### src/rtl/mips_pkg.sv
// Shared MIPS pipeline constants: opcode/funct/format encodings and the
// hazard controller state encoding.
package mips_pkg;

  localparam logic [5:0] OP_COP1    = 6'b010001;
  localparam logic [5:0] OP_LW      = 6'b100011;
  localparam logic [4:0] FMT_S      = 5'h10;
  localparam logic [4:0] FMT_D      = 5'h11;
  localparam logic [5:0] FUNCT_FMUL = 6'h02;
  localparam logic [5:0] FUNCT_FDIV = 6'h03;

  typedef enum logic [1:0] {
    HZ_RUN     = 2'd0,
    HZ_FP_BUSY = 2'd1,
    HZ_LU_HOLD = 2'd2
  } hz_state_e;

endpackage

### src/rtl/fp_busy_counter.sv
// Occupancy counter for the unpipelined FP multiply/divide unit: loads the
// op latency on issue, counts down to zero and holds there.
module fp_busy_counter #(
  parameter int CNT_W      = 5,
  parameter int FP_MUL_LAT = 4,
  parameter int FP_DIV_LAT = 12
) (
  input  logic Clk,
  input  logic Rst,
  input  logic load,
  input  logic is_div,
  output logic busy
);

  localparam logic [CNT_W-1:0] MUL_LAT = CNT_W'(FP_MUL_LAT);
  localparam logic [CNT_W-1:0] DIV_LAT = CNT_W'(FP_DIV_LAT);

  logic [CNT_W-1:0] cnt_q, cnt_d;

  always_comb begin
    cnt_d = cnt_q;
    if (load) begin
      cnt_d = is_div ? DIV_LAT : MUL_LAT;
    end else if (cnt_q != '0) begin
      cnt_d = cnt_q - 1'b1;
    end
  end

  always_ff @(posedge Clk or posedge Rst) begin
    if (Rst) begin
      cnt_q <= '0;
    end else begin
      cnt_q <= cnt_d;
    end
  end

  assign busy = (cnt_q != '0);

endmodule

### src/rtl/pipeline_hazard_ctrl.sv
// Stall/flush controller for the 5-stage pipeline: load-use stalls, branch
// and jump redirects, and structural stalls behind the multi-cycle FP unit.
module pipeline_hazard_ctrl
  import mips_pkg::*;
#(
  parameter int FP_MUL_LAT = 4,
  parameter int FP_DIV_LAT = 12,
  parameter int CNT_W      = 5,
  parameter int PERF_W     = 16
) (
  input  logic              Clk,
  input  logic              Rst,
  input  logic [5:0]        Op_code,
  input  logic [5:0]        Funct_ID,
  input  logic [4:0]        Fmt,
  input  logic [4:0]        Rs_ID,
  input  logic [4:0]        Rt_ID,
  input  logic              EX_MemRead,
  input  logic [4:0]        EX_Rt,
  input  logic              Branch_Taken,
  input  logic              Jump_ID,
  output logic              PC_write,
  output logic              IF_stall,
  output logic              IF_Flush,
  output logic              ID_bubble,
  output logic              FP_busy,
  output logic [PERF_W-1:0] Stall_cycles
);

  logic      fp_op, long_op, lu, fp_hz, stall, fp_load, fp_busy_w;
  hz_state_e state_q, state_d;
  logic [PERF_W-1:0] stall_cnt_q, stall_cnt_d;

  assign fp_op   = (Op_code == OP_COP1) && ((Fmt == FMT_S) || (Fmt == FMT_D));
  assign long_op = fp_op && ((Funct_ID == FUNCT_FMUL) || (Funct_ID == FUNCT_FDIV));
  assign lu      = EX_MemRead && (EX_Rt != 5'd0) && ((EX_Rt == Rs_ID) || (EX_Rt == Rt_ID));
  assign fp_hz   = fp_op && fp_busy_w;
  assign stall   = lu || fp_hz;
  // A wrong-path long op must not occupy the FP unit.
  assign fp_load = long_op && !Branch_Taken && !stall;

  fp_busy_counter #(
    .CNT_W     (CNT_W),
    .FP_MUL_LAT(FP_MUL_LAT),
    .FP_DIV_LAT(FP_DIV_LAT)
  ) u_fp_cnt (
    .Clk   (Clk),
    .Rst   (Rst),
    .load  (fp_load),
    .is_div(Funct_ID == FUNCT_FDIV),
    .busy  (fp_busy_w)
  );

  always_comb begin
    PC_write  = 1'b1;
    IF_stall  = 1'b0;
    IF_Flush  = 1'b0;
    ID_bubble = 1'b0;
    if (Rst) begin
      PC_write  = 1'b0;
      IF_Flush  = 1'b1;
      ID_bubble = 1'b1;
    end else if (Branch_Taken) begin
      IF_Flush  = 1'b1;
      ID_bubble = 1'b1;
    end else if (stall) begin
      PC_write  = 1'b0;
      IF_stall  = 1'b1;
      ID_bubble = 1'b1;
    end else if (Jump_ID) begin
      IF_Flush  = 1'b1;
    end
  end

  assign FP_busy = Rst ? 1'b0 : fp_busy_w;

  // The stall pushes a bubble into EX, so the same load cannot re-trigger
  // from LU_HOLD; that state always falls back to RUN/FP_BUSY.
  always_comb begin
    state_d = (fp_load || fp_busy_w) ? HZ_FP_BUSY : HZ_RUN;
    case (state_q)
      HZ_LU_HOLD: ;
      default:    if (lu && !Branch_Taken) state_d = HZ_LU_HOLD;
    endcase
  end

  always_comb begin
    stall_cnt_d = stall_cnt_q;
    if (stall && (stall_cnt_q != '1)) begin
      stall_cnt_d = stall_cnt_q + 1'b1;
    end
  end

  always_ff @(posedge Clk or posedge Rst) begin
    if (Rst) begin
      state_q     <= HZ_RUN;
      stall_cnt_q <= '0;
    end else begin
      state_q     <= state_d;
      stall_cnt_q <= stall_cnt_d;
    end
  end

  assign Stall_cycles = stall_cnt_q;

endmodule

### config.mk
export PLATFORM = sky130hd
export DESIGN_NAME = pipeline_hazard_ctrl
export DESIGN_NICKNAME = d
export VERILOG_FILES = /design/src/rtl/mips_pkg.sv /design/src/rtl/fp_busy_counter.sv /design/src/rtl/pipeline_hazard_ctrl.sv
export SDC_FILE = /design/constraint.sdc
export NUM_CORES = 1
export LEC_CHECK = 0
export BUFFER_PORTS_ARGS = -buffer_cell sky130_fd_sc_hd__buf_2
export CAP_MARGIN = 25
export CORE_MARGIN = 5
export CORE_UTILIZATION = 37
export DETAILED_ROUTE_END_ITERATION = 10
export GPL_ROUTABILITY_DRIVEN = 0
export PLACE_DENSITY = 0.7
export SYNTH_ARGS = -nofsm -noshare
export SYNTH_HDL_FRONTEND = slang
export SYNTH_HIERARCHICAL = 1
export SYNTH_SLANG_ARGS = --single-unit
export TNS_END_PERCENT = 1
### constraint.sdc
create_clock -name Clk -period 2.6 [get_ports Clk]
set_input_delay 0.39 -clock Clk [delete_from_list [all_inputs] [get_ports Clk]]
set_output_delay 0.39 -clock Clk [all_outputs]
set_load 0.005 [all_outputs]
==> results.md <==
* Status: complete, no violations
* Critical Path AT at 2.00 ns
* Worst hold-check path type: input pin to async pin
* Clock skew at 0.00357 ns
* Wire per inst at 11.8 µm
* Die ar. at 5000 µm²
* Post-CTS setup buffer count at 0
* DRC violations left at 0
* Post-Route WL at 2.83 mm
* Synthesis warning total at 6
* Period utilization at 92.0%
* Yosys reg bits at 21
* Final WS setup at 0.209 ns
* Max_slew headroom at 60.0%
* Worst-Skew Late Latency at 0.25 ns
* Worst-Margin Slew at 0.599 ns
* Worst-path clk slew at 0.08 ns
* Post-cts sizing count at 0
* CTS root buffer: clkbuf_8
* Maxcap violations at 0
* Area of the multi-input gates at 743 µm²
* Setup TNS at 0 ns
* Peak supply drop at 275 µV
* FF/Latch Area at 526 µm²
* Worst-path fanout max at 7
* GRT overflow at 0
* Startpoint class of the critical path: flip-flop
* Row count at 22
* Core footprint at 3610 µm²
* Detailed-route vias per instance at 4.84
* Post-CTS Hold Buffers at 0
* Pwr dens at 544 nW/µm²
* Dpl ws at 0.370 ns
* DRT iter0 DRCs at 56
* PortBufs at 56
* Lkg Pwr at 0.866 nW
* Overall Global Routing Usage at 11.2%
* Overall power at 0.000927 W
* Commonest non-fill, non-tap cell in the layout: buf_2
* Syn nets at 174
* DP Cell Count at 235
* Clock buffer depth at 2
* Final Hold Viols at 0
* IO Count at 58
* ANT nets after route at 0
* First-pass GRT wire length at 4.78 mm
* Die Wd at 70.7 µm
* Largest net degree at the start of global routing at 17
* Drt first pass iters at 4
* Mapped Cells at 135
* CP endpoint kind: output port
* Synthesis-to-layout area growth at 24.8%
* RSZ-0062 raised after global routing: no
* Die height at 70.7 µm
* Achievable Freq at 418 MHz
* H-tree levels at 1
* DP HPWL at 2.31 mm
* Fin crit period at 2.39 ns
* Layout fillers at 366
* Clock sinks at 21
* Synth unique cells at 41
* Initial antenna violation count at 0
* Avg Synthesized Cell Area at 10.1 µm²
* CTS tree: yes
* Ant. Diodes at 0
* NumNets Final at 231
* Most frequent cells in the layout: buf_2 (56), dfrtp_1 (21), xnor2_1 (13), inv_1 (11), xor2_1 (11)
* Post-Syn Area at 1370 µm²
* WP data required at 2.21 ns
* Num CTS Buffers at 3
* WS Path Type: flip-flop to output port
* Sequential share of the synthesized area at 38.5%
* Worst r2r path cells at 8
* Initial Util at 37.9%
* DR vias at 1156
* Vias in the first global route at 1092
* Non-filler cells, final at 239
* Layout cell share with drive strength beyond 1 at 40.3%
* Count of final setup violators at 0
* Slew Limit Fails at 0
synthesized netlist by cell type:
master    count  area (µm²)
nand2_2       1        6.26
nand4_1       7        43.8
o21ai_2       1        8.76
nand3_1       2        10.0
nand2b_1      1        6.26
buf_12        1        20.0
xor2_1       11        96.3
buf_6         2        22.5
nor4b_1       2        17.5
and4_1        1        8.76
a21oi_1       1        5.00
nor2_1        8        30.0
o21ai_0       1        5.00
buf_4         1        7.51
o21a_1        1        7.51
nor3_1        1        5.00
a21oi_2       2        17.5
nor4_1        3        18.8
dfrtp_1      21         526
o21ai_1       3        15.0
and3_1        9        56.3
inv_1        11        41.3
ha_1          2        25.0
and2_1        1        6.26
o22ai_2       1        12.5
mux2_1        2        22.5
and4b_1       1        10.0
a211oi_2      1        12.5
xnor2_1      13         114
nand2_1       9        33.8
o311a_1       1        10.0
o31a_1        1        8.76
nor3_2        1        10.0
a22oi_2       1        12.5
nand3_4       1        17.5
nand4b_1      1        8.76
buf_2         1        5.00
or4_4         1        11.3
a41oi_2       1        16.3
nand3_2       4        40.0
or4b_4        1        13.8
cell type report:
type | count | area share, %
inverters | 11 | 2.42
multi-input cells | 98 | 43.6
clock inverters | 1 | 0.294
repair buffers | 57 | 16.9
well taps | 48 | 3.52
clock buffers | 3 | 2.42
flip-flops and latches | 21 | 30.8
worst max-delay path, stage by stage (launching register included):
cell	delay, ns
dfrtp_1	0.43
inv_1	0.08
ha_1	0.18
or4b_4	0.53
inv_1	0.12
o22ai_2	0.13
and2_1	0.16
buf_2	0.12
worst paths after layout:
| kind | to | start | slack [ns] |
|---|---|---|---|
| min | u_fp_cnt/cnt_q[1] | Rst | 0.07 |
| max reg2reg | Stall_cycles[4] | u_fp_cnt/cnt_q[0] | 0.37 |
| max | IF_stall | u_fp_cnt/cnt_q[0] | 0.21 |
| min in group Clk | Stall_cycles[11] | Stall_cycles[11] | 0.48 |
| max in group asynchronous | Stall_cycles[7] | Rst | 1.97 |
| min reg2reg | Stall_cycles[11] | Stall_cycles[11] | 0.48 |
registers in the layout, indices dropped and copies added (netlist names):
| name | flops |
|---|---|
| Stall_cycles | 16 |
| u_fp_cnt/cnt_q | 5 |
layer usage:
layer	GRT usage, %	vias to the layer above	part of all wire (%)
li1	-	586	-
met1	13.6	526	42
met2	20.5	42	50
met3	2.70	2	8.2
met4	1.25	0	0.28
met5	0	-	0
per-stage QoR:
| step | util [%] | instance area [µm²] | hold slack (ns) |
|---|---|---|---|
| after floorplan | - | 1370 | 0.169 |
| after global placement | 46.0 | 1660 | 0.349 |
| after detailed placement | 46.0 | 1660 | 0.352 |
| after CTS | 47.3 | 1700 | 0.0668 |
| after global routing | 47.3 | 1700 | 0.0813 |
| final | 47.3 | 1700 | 0.0699 |
cells by family (layout without fill, tap and decap cells):
family	count (synthesis)	count (layout)	share of synthesized area, %
muxes	2	2	1.65
adders and majority gates	2	2	1.83
buffers and inverters	16	72	7.06
DFF	21	21	38.5
AOI/OAI and AO/OA	15	15	9.62
xor gates and xnor gates	24	24	15.4
and+or+nand+nor	55	55	25.9
power breakdown:
group	switching (W)	internal, W
sequential	0.0000646	0.000380
clock	0.000104	0.000106
combinational	0.000128	0.000144
total	0.000296	0.000631
Note: power is estimated with default switching activity, not from simulation.
